$ cat src/rtl/node_injector_if.sv
// Shared flit type and the point-to-point circuit link between injector and router.
package noc_types;
  parameter int unsigned FlitWidth = 32;
  typedef logic [FlitWidth-1:0] flit_t;
endpackage

// Upstream side drives flit/enable; downstream answers with ack (circuit held) or rej.
interface node_port;
  noc_types::flit_t flit;
  logic             enable;
  logic             ack;
  logic             rej;

  modport up   (output flit, output enable, input ack, input rej);
  modport down (input flit, input enable, output ack, output rej);
endinterface

$ cat src/rtl/node_injector.sv
// Source-side injector: buffers one PE message, opens a circuit with the header,
// streams the payload once acked, and replays from the buffer after a backoff on failure.
module node_injector #(
  parameter int unsigned DEPTH          = 8,
  parameter int unsigned ACK_TIMEOUT    = 16,
  parameter int unsigned BACKOFF_CYCLES = 4,
  parameter int unsigned MAX_RETRIES    = 3,
  localparam int unsigned RetryW = (MAX_RETRIES > 0) ? $clog2(MAX_RETRIES + 1) : 1
) (
  input  logic              clk,
  input  logic              rst,
  input  noc_types::flit_t  in_flit,
  input  logic              in_valid,
  input  logic              in_last,
  output logic              in_ready,
  node_port.up              port,
  output logic              sent,
  output logic              drop,
  output logic              trunc,
  output logic [RetryW-1:0] retries
);

  localparam int unsigned LenW = $clog2(DEPTH + 1);
  localparam int unsigned PtrW = $clog2(DEPTH);
  localparam int unsigned TimW = $clog2(ACK_TIMEOUT + 1);
  localparam int unsigned BoW  = $clog2(BACKOFF_CYCLES + 1);

  typedef enum logic [1:0] {StLoad, StReq, StStream, StBackoff} state_e;

  state_e            state_q, state_d;
  noc_types::flit_t  mem_q [DEPTH];
  noc_types::flit_t  mem_d [DEPTH];
  logic [LenW-1:0]   len_q, len_d;
  logic [PtrW-1:0]   rd_q, rd_d, rd_nxt;
  logic [TimW-1:0]   timer_q, timer_d;
  logic [BoW-1:0]    bo_q, bo_d;
  logic [RetryW-1:0] retries_q, retries_d;
  noc_types::flit_t  flit_q, flit_d;
  logic              enable_q, enable_d;
  logic              sent_q, sent_d;
  logic              drop_q, drop_d;
  logic              trunc_q, trunc_d;
  logic              xfer;
  logic              finish_ok;
  logic              fail;

  // Accept PE flits only while loading; held low during reset.
  assign in_ready = (state_q == StLoad) && !rst;
  assign xfer     = in_valid && in_ready;
  assign rd_nxt   = rd_q + PtrW'(1);

  // Next-state logic for the load / request / stream / backoff sequence.
  always_comb begin
    state_d   = state_q;
    mem_d     = mem_q;
    len_d     = len_q;
    rd_d      = rd_q;
    timer_d   = timer_q;
    bo_d      = bo_q;
    retries_d = retries_q;
    flit_d    = flit_q;
    enable_d  = enable_q;
    sent_d    = 1'b0;
    drop_d    = 1'b0;
    trunc_d   = 1'b0;
    finish_ok = 1'b0;
    fail      = 1'b0;

    unique case (state_q)
      StLoad: begin
        if (xfer) begin
          mem_d[PtrW'(len_q)] = in_flit;
          len_d               = len_q + LenW'(1);
          // The DEPTH-th flit closes the message even without in_last.
          if (in_last || (len_q == LenW'(DEPTH - 1))) begin
            trunc_d  = !in_last;
            state_d  = StReq;
            enable_d = 1'b1;
            flit_d   = mem_d[0];
            timer_d  = '0;
            rd_d     = '0;
          end
        end
      end
      StReq: begin
        if (port.rej) begin
          fail = 1'b1;
        end else if (port.ack) begin
          if (len_q == LenW'(1)) begin
            finish_ok = 1'b1;
          end else begin
            state_d = StStream;
            rd_d    = PtrW'(1);
            flit_d  = mem_q[1];
          end
        end else if (timer_q == TimW'(ACK_TIMEOUT - 1)) begin
          fail = 1'b1;
        end else begin
          timer_d = timer_q + TimW'(1);
        end
      end
      StStream: begin
        // Ack must stay up for every flit, the last one included.
        if (port.rej || !port.ack) begin
          fail = 1'b1;
        end else if (LenW'(rd_q) == len_q - LenW'(1)) begin
          finish_ok = 1'b1;
        end else begin
          rd_d   = rd_nxt;
          flit_d = mem_q[rd_nxt];
        end
      end
      StBackoff: begin
        if (bo_q == BoW'(BACKOFF_CYCLES - 1)) begin
          state_d  = StReq;
          enable_d = 1'b1;
          flit_d   = mem_q[0];
          timer_d  = '0;
        end else begin
          bo_d = bo_q + BoW'(1);
        end
      end
      default: ;
    endcase

    if (finish_ok) begin
      enable_d  = 1'b0;
      sent_d    = 1'b1;
      state_d   = StLoad;
      len_d     = '0;
      rd_d      = '0;
      retries_d = '0;
    end

    if (fail) begin
      enable_d = 1'b0;
      rd_d     = '0;
      if (retries_q < RetryW'(MAX_RETRIES)) begin
        retries_d = retries_q + RetryW'(1);
        bo_d      = '0;
        state_d   = StBackoff;
      end else begin
        drop_d    = 1'b1;
        len_d     = '0;
        retries_d = '0;
        state_d   = StLoad;
      end
    end
  end

  // Control state and registered link outputs; reset aborts any message in flight.
  always_ff @(posedge clk) begin
    if (rst) begin
      state_q   <= StLoad;
      len_q     <= '0;
      rd_q      <= '0;
      timer_q   <= '0;
      bo_q      <= '0;
      retries_q <= '0;
      flit_q    <= '0;
      enable_q  <= 1'b0;
      sent_q    <= 1'b0;
      drop_q    <= 1'b0;
      trunc_q   <= 1'b0;
    end else begin
      state_q   <= state_d;
      len_q     <= len_d;
      rd_q      <= rd_d;
      timer_q   <= timer_d;
      bo_q      <= bo_d;
      retries_q <= retries_d;
      flit_q    <= flit_d;
      enable_q  <= enable_d;
      sent_q    <= sent_d;
      drop_q    <= drop_d;
      trunc_q   <= trunc_d;
    end
  end

  // Message storage; contents are only meaningful below len_q, so no reset.
  always_ff @(posedge clk) begin
    mem_q <= mem_d;
  end

  assign port.flit   = flit_q;
  assign port.enable = enable_q;
  assign sent        = sent_q;
  assign drop        = drop_q;
  assign trunc       = trunc_q;
  assign retries     = retries_q;

endmodule

$ cat src/flat_wrapper.sv
// flat-port wrapper written by rule: the top's interface ports become plain ports
module node_injector_flat 
#(
  parameter int unsigned DEPTH          = 8,
  parameter int unsigned ACK_TIMEOUT    = 16,
  parameter int unsigned BACKOFF_CYCLES = 4,
  parameter int unsigned MAX_RETRIES    = 3,
  localparam int unsigned RetryW = (MAX_RETRIES > 0) ? $clog2(MAX_RETRIES + 1) : 1
)
  (clk, rst, in_flit, in_valid, in_last, in_ready, sent, drop, trunc, retries, port_flit, port_enable, port_ack, port_rej);
  node_port port_i ();
  input  logic clk;
  input  logic rst;
  input  noc_types::flit_t in_flit;
  input  logic in_valid;
  input  logic in_last;
  output logic in_ready;
  output logic sent;
  output logic drop;
  output logic trunc;
  output logic [RetryW-1:0] retries;
  output wire logic [$bits(port_i.flit)-1:0] port_flit;
  output wire logic [$bits(port_i.enable)-1:0] port_enable;
  input wire logic [$bits(port_i.ack)-1:0] port_ack;
  input wire logic [$bits(port_i.rej)-1:0] port_rej;
  assign port_flit = port_i.flit;
  assign port_enable = port_i.enable;
  assign port_i.ack = port_ack;
  assign port_i.rej = port_rej;
  node_injector #(.DEPTH(DEPTH), .ACK_TIMEOUT(ACK_TIMEOUT), .BACKOFF_CYCLES(BACKOFF_CYCLES), .MAX_RETRIES(MAX_RETRIES)) u_core (.clk(clk), .rst(rst), .in_flit(in_flit), .in_valid(in_valid), .in_last(in_last), .in_ready(in_ready), .port(port_i), .sent(sent), .drop(drop), .trunc(trunc), .retries(retries));
endmodule
$ cat config.mk
export PLATFORM = sky130hd
export DESIGN_NAME = node_injector_flat
export DESIGN_NICKNAME = d
export VERILOG_FILES = /design/src/rtl/node_injector_if.sv /design/src/rtl/node_injector.sv /design/src/flat_wrapper.sv
export SDC_FILE = /design/constraint.sdc
export NUM_CORES = 1
export LEC_CHECK = 0
export ABC_AREA = 1
export ABC_CLOCK_PERIOD_IN_PS = 11600
export CORE_MARGIN = 1.5
export CORE_UTILIZATION = 50
export CTS_CLUSTER_SIZE = 25
export DETAILED_ROUTE_END_ITERATION = 8
export GPL_TIMING_DRIVEN = 0
export PLACE_DENSITY_LB_ADDON = 0.3
export SLEW_MARGIN = 20
export SYNTH_ARGS = -nofsm -noshare
export SYNTH_HDL_FRONTEND = slang
export SYNTH_SLANG_ARGS = --single-unit
export TNS_END_PERCENT = 10
$ cat constraint.sdc
create_clock -name clk -period 11.6 [get_ports clk]
set_input_delay 1.74 -clock clk [delete_from_list [all_inputs] [get_ports clk]]
set_output_delay 1.74 -clock clk [all_outputs]
set_load 0.05 [all_outputs]
==> summary.txt <==
Critical path
  – Critical path's top delay family: buffers and inverters
  – Worst Setup Start Kind: primary input
  – Maximum fanout along the worst path: 10
  – Worst Path Arrival: 3.48 ns
  – CP bufs+invs: 3
  – CP Cell Sequence: clkdlybuf4s50_1, clkbuf_1, nor2_1, clkdlybuf4s50_1
  – Top cell by count, worst path: clkdlybuf4s50_1
  – CP peak stage delay: 0.72 ns
  – CP endpoint kind: output port
  – CP max stage cell: clkdlybuf4s50_1
  – WP data required: 9.86 ns
  – Kind of critical path: primary input to output port

Synth
  – Ys flop type: edfxtp_1
  – Seq cells post-synth: 311
  – Synth Instances: 1358
  – Average size of a mapped cell: 10.10 sq um
  – Synth async-reset ratio: 0
  – Main combinational cell family by area after synthesis: compound AO/OA/AOI/OAI gates
  – Yosys warning total: 0
  – Post-synthesis mux area share: 0
  – Synthesized-area fraction occupied by adder cells: 0.01278
  – Post-Syn Nets: 1410
  – Post-Synth Simple-Gate Area: 0.1144
  – Register area share after synthesis: 0.6411
  – Number of synthesized flops with an enable pin: 256
  – XOR/XNOR Fraction of Synth Area: 0.002464
  – Post-synthesis compound-gate area fraction: 0.1632
  – Distinct cells, synth: 33
  – Mapped cell area: 13710 sq um

Finish
  – Ant. Diodes: 0
  – Fill cells: 2197
  – Area growth from synthesis to layout: 18.33%
  – Fin util: 0.6019
  – Layout cell share with drive strength beyond 1: 0.07697
  – Non-Filler Instances: 1861
  – Nets: 1548

Clocking
  – Clk Latency, worst-skew pair: 0.53 ns
  – CTS Buffer Depth: 3
  – CTS Root Cell: clkbuf_16
  – CTS Hold Bufs: 0
  – Post_cts resized: 0
  – Total CTS buffers: 34
  – CTS tree: done
  – CTS HTree Levels: 2
  – Clock-pin slew on the worst setup and hold paths: 0.05 ns
  – Postcts setup bufs: 0
  – CTS sink count: 311

Timing
  – Setup TNS: 0 ns
  – Slew Limit Fails: 0
  – RSZ-0062 raised after global routing: false
  – Tmin final: 5.221 ns
  – Setup violators final: 0
  – Tightest Pin Transition: 1.021 ns
  – Final hold violation count: 0
  – Relative slew slack: 0.3196
  – Max Clk Rate: 191.5 MHz
  – Clk_skew: 0.02621 ns
  – Tcrit/Tclk final: 0.4501

Drt
  – Vias: 10950
  – Drt initial violations: 1313
  – DRC errors left: 0
  – DRT antenna net count: 0
  – First-pass DRT Iterations: 6
  – Routed wire length: 38190 microns
  – Avg WL per Cell: 20.52 microns
  – Vias/cell: 5.884

Global routing
  – Initial antenna violation count: 1
  – Vias in the first global route: 10620
  – Largest net degree at the start of global routing: 40
  – All-Layer GR Usage: 0.2694
  – First-pass GRT wire length: 58260 microns
  – Total grt overflow: 0

Power and ir drop
  – Psw: 1.664 mW
  – Comb power frac: 0.417
  – Clock share of power: 0.249
  – Power per Cell Area: 249.6 nW/um^2
  – Sw Ratio: 0.4111
  – P_int: 2.384 mW
  – Leak Pwr: 5.971 nW
  – Worst vdd ir: 0.1526 mV
  – Seq pwr share: 0.334

Placement
  – Dpl hpwl: 25510 microns
  – Port-buffer cells: 76
  – Placed Cells incl. Taps: 1801
  – Final GP Congestion: 0.9185

Floorplanning
  – Die area: 28420 sq um
  – Die height: 168.6 microns
  – Core Area: 26950 sq um
  – Row count: 60
  – Die width: 168.6 microns
  – I/O Pins: 77
  – Starting density of the core: 0.5087

Hold path
  – Worst hold path class: register to register

Flow run
  – Maxcap violations: 0

Outcome
  – Status: finished, final reports clean
## cells in the mapped netlist (12+ instances only)
library cell / instances / area, sq um
nor2_1: 187 / 701.9
o21ai_0: 227 / 1136
nand3_1: 12 / 60.06
edfxtp_1: 256 / 7687
a21oi_1: 72 / 360.4
inv_1: 131 / 491.7
buf_2: 16 / 80.08
clkbuf_1: 61 / 229.0
a221oi_1: 32 / 280.3
dfxtp_1: 55 / 1101
nand2_1: 174 / 653.1
o22ai_1: 34 / 212.7
ha_1: 14 / 175.2
o21ai_1: 39 / 195.2
## kinds of logic after synthesis
logic type | count (synthesis)
compound gates | 411
simple gates | 397
flops | 311
buf+inv | 222
fa+ha+maj | 14
xor+xnor | 3
## power by group through the flow
stage | registers, mW | clock network, mW | logic [mW]
final | 1.35 | 1.01 | 1.69
after global routing | 1.36 | 1.05 | 1.83
after CTS | 1.35 | 1.01 | 1.66
after detailed placement | 1.37 | 0 | 1.65
after global placement | 1.37 | 0 | 1.61
after floorplan | 1.52 | 0 | 0.936
## sequential cells by signal, summed over array words and instances, names as in the netlist
name,count
u_core.drop,1
u_core.sent,1
u_core.trunc,1
u_core.rd_q,3
u_core.port.flit,32
u_core.state_q,2
u_core.bo_q,3
u_core.timer_q,5
u_core.retries,2
u_core.len_q,4
u_core.port.enable,1
u_core.mem_q,256
## path summary, 6_finish.rpt
check | from | end | slack, ns | depth (start not counted)
min reg2reg | u_core.port.enable$_SDFFE_PP0P_ | u_core.port.enable$_SDFFE_PP0P_ | 0.45 | 2
max reg2reg | u_core.state_q[0]$_SDFFE_PP0P_ | u_core.mem_q[10]$_DFFE_PP_ | 7.89 | 8
max | rst | in_ready | 6.38 | 4
min | u_core.port.enable$_SDFFE_PP0P_ | u_core.port.enable$_SDFFE_PP0P_ | 0.45 | 2
## metal layers
| layer | share of wire | global-route usage |
|---|---|---|
| met2 | 0.46 | 0.4250 |
| met5 | 0.00034 | 0 |
| met3 | 0.11 | 0.05705 |
| met4 | 0.034 | 0.1203 |
| met1 | 0.40 | 0.3616 |
## stage by stage
stage	power, mW	worst slack, ns	area (sq um)	hold slack (ns)
after floorplan	2.458	5.382	13710	0.4335
after global placement	2.981	1.200	14900	0.4360
after detailed placement	3.022	6.389	15210	0.4375
after CTS	4.022	6.382	16220	0.4470
after global routing	4.240	6.354	16220	0.4800
final	4.048	6.379	16220	0.4470
## worst reg2reg max path: cells and delay by family (launching register included)
family	cells	cell delay [ns]
buffers and inverters	4	1.39
AND/OR/NAND/NOR	3	1.38
flip-flops	1	0.34
adder cells (fa/ha/maj)	1	0.31
## area by class of cell
class	instances	area (sq um)	share of cell area
plain buffers	86	395.4	0.02437
clock buffers	46	917.1	0.05654
clock inverters	14	98.84	0.006093
inverters	136	510.5	0.03147
multi-input cells	825	4056	0.2501
flip-flops and latches	311	8788	0.5418
well taps	341	426.7	0.02630
repair buffers	102	1028	0.06340
## placed cells by master, fill, tap and decap left out, drive strengths merged
master / instances
a211oi: 4
a21oi: 72
a221oi: 32
a31oi: 1
and3: 1
buf: 51
bufinv: 1
clkbuf: 107
clkdlybuf4s50: 76
clkinv: 10
clkinvlp: 2
dfxtp: 55
edfxtp: 256
ha: 14
inv: 137
nand2: 176
nand3: 14
nand3b: 2
nand4: 1
nor2: 189
nor3: 9
nor4: 3
o2111ai: 1
o211ai: 1
o21ai: 266
o22ai: 34
or2: 2
xnor2: 1
xor2: 2
Power figures use the tool's default switching activity.
==> edit: new RTL, config.mk and constraints unchanged <==
`ACK_TIMEOUT` is set to 16 in 2 places; all go to 8.
--- a/src/rtl/node_injector.sv
+++ b/src/rtl/node_injector.sv
@@ -2,7 +2,7 @@
 // streams the payload once acked, and replays from the buffer after a backoff on failure.
 module node_injector #(
   parameter int unsigned DEPTH          = 8,
-  parameter int unsigned ACK_TIMEOUT    = 16,
+  parameter int unsigned ACK_TIMEOUT    = 8,
   parameter int unsigned BACKOFF_CYCLES = 4,
   parameter int unsigned MAX_RETRIES    = 3,
   localparam int unsigned RetryW = (MAX_RETRIES > 0) ? $clog2(MAX_RETRIES + 1) : 1
--- a/src/flat_wrapper.sv
+++ b/src/flat_wrapper.sv
@@ -2,7 +2,7 @@
 module node_injector_flat 
 #(
   parameter int unsigned DEPTH          = 8,
-  parameter int unsigned ACK_TIMEOUT    = 16,
+  parameter int unsigned ACK_TIMEOUT    = 8,
   parameter int unsigned BACKOFF_CYCLES = 4,
   parameter int unsigned MAX_RETRIES    = 3,
   localparam int unsigned RetryW = (MAX_RETRIES > 0) ? $clog2(MAX_RETRIES + 1) : 1
Behaviour: no difference found for any inputs over 4 cycles, from zero or initial values and one cycle with rst high; that may be too few to reach the edited logic, so the function may still have changed.
==> edit against the unedited design <==
- die area shrank 1.5%
- area after synthesis decreased by 1.6%
- combinational power increased by 4%
- wire length is 2.8% lower
- sequential cell count shrank 1
- cell area decreased by 1.4%
- power increased by 2.7%
- setup slack improved by 0.19 ns
- global-route usage down 0.32 points
- critical path type unchanged
- via count is 4.0% lower
==> edit: results (changes against the unedited design) <==
stage;metric;value;unit;change
global_routing;GRT overflow;0;;unchanged
detailed_routing;Initial DRC Count;1265;;-3.7%
sta;clock skew;0.0143;ns;-0.0119 ns
worst_setup_path;Worst Path Arrival;3.29;ns;-0.19 ns
global_routing;pin count of the biggest net entering global routing;38;;-5.0%
global_routing;initial antenna violation count;0;;-1
placement;routability cong.;0.841;;-8.4%
finish;share of cells above drive strength 1;0.0870;;+0.00998
synth;Yosys cell types;34;;+3.0%
placement;Placed Instances;1725;;-4.2%
global_routing;met2 usage;0.424;;-0.00149
placement;Final HPWL DP;24.5;mm;-4.0%
finish;Layout fillers;2151;;-2.1%
placement;Placed Area;14900;sq um;-1.8%
placement;IO buf count;76;;unchanged
synth;Mapped Cells;1290;;-5.0%
detailed_routing;TritonRoute pass-1 iters;5;;-1
finish;Finished Layout Cells;1784;;-4.1%
global_routing;first-pass GRT wire length;56.5;mm;-3.0%
synth;Commonest cells post-synth;edfxtp_1 (256), o21ai_0 (190), nor2_1 (160);;
run_status;status;completed;;
finish;fin nets;1477;;-4.6%
global_routing;vias in the first global route;10055;;-5.3%
power;Leak;0.00573;uW;-4.1%
detailed_routing;via-per-instance ratio;5.89;;+0.11%
synth;sequential element share of the synthesized area;0.650;;+0.00868
sta;Worst-Margin Slew;0.765;ns;-0.256 ns
detailed_routing;Routed WL;37.1;mm;-2.8%
synth;synth top area cells;edfxtp_1 (57%), dfxtp_1 (8.0%), o21ai_0 (7.0%);;
global_routing;GR Layer Usage met3;0.0511;;-0.00600
global_routing;met1 usage;0.363;;+0.00125
## edit: cell types whose count changed after synthesis, moves of 7 or more
cell	delta
o21ai_0	-37
a221oi_1	-32
o221ai_1	+31
a21oi_1	+62
buf_2	+7
o22ai_1	-33
o211ai_1	+32
inv_1	-37
nor2_1	-27
clkbuf_1	-13
nand2_1	-27
## edit: area by class of cell
class / count / area [sq um] / share of cell area
Tap cell: 335 / 419 / 0.0262
Timing Repair Buffer: 100 / 970 / 0.0606
Clock buffer: 52 / 1010 / 0.0631
Inverter: 102 / 385 / 0.0241
Multi-Input combinational cell: 793 / 3980 / 0.248
Sequential cell: 310 / 8770 / 0.548
Buffer: 85 / 408 / 0.0255
Clock inverter: 7 / 62.6 / 0.00391
## edit: logic make-up (layout without fill, tap and decap cells)
family                     Yosys count  in the layout  share of synthesized area
xor gates and xnor gates             4              4                    0.00260
DFF                                310            310                      0.650
and+or+nand+nor                    339            339                     0.0990
AOI/OAI and AO/OA                  437            437                      0.178
buffers and inverters              187            346                     0.0588
adders and majority gates           13             13                     0.0121
## edit: path summary, 6_finish.rpt
check                                  startpoint                end  slack (ns)  depth (start not counted)
worst max-delay path                          rst           in_ready        6.57                          3
worst min-delay path            u_core.retries[1]  u_core.retries[1]        0.47                          2
worst max register to register  u_core.state_q[0]   u_core.mem_q[48]        8.16                         10
worst min register to register  u_core.retries[1]  u_core.retries[1]        0.47                          2
## edit: per-stage QoR
step	setup slack (ns)	power [uW]
2_1_floorplan	5.66	2500
3_3_place_gp	1.85	3050
3_5_place_dp	6.56	3090
4_1_cts	6.56	4130
5_1_grt	6.52	4350
6_report	6.57	4160
## edit: report_power, final
group	total, uW	internal (uW)	switching [uW]
clock network	1040	621	416
registers	1370	1310	61.9
logic	1750	497	1250
## edit: worst max-delay path: stages
cell and delay [ns]:
clkdlybuf4s50_1 0.57, nor2_1 0.16, clkdlybuf4s50_1 0.81
## edit: per-layer routing
metal	share of wire	routed length [um]
met5	0	0
met4	0.032	1180
met3	0.10	3890
met2	0.46	17200
met1	0.40	14800
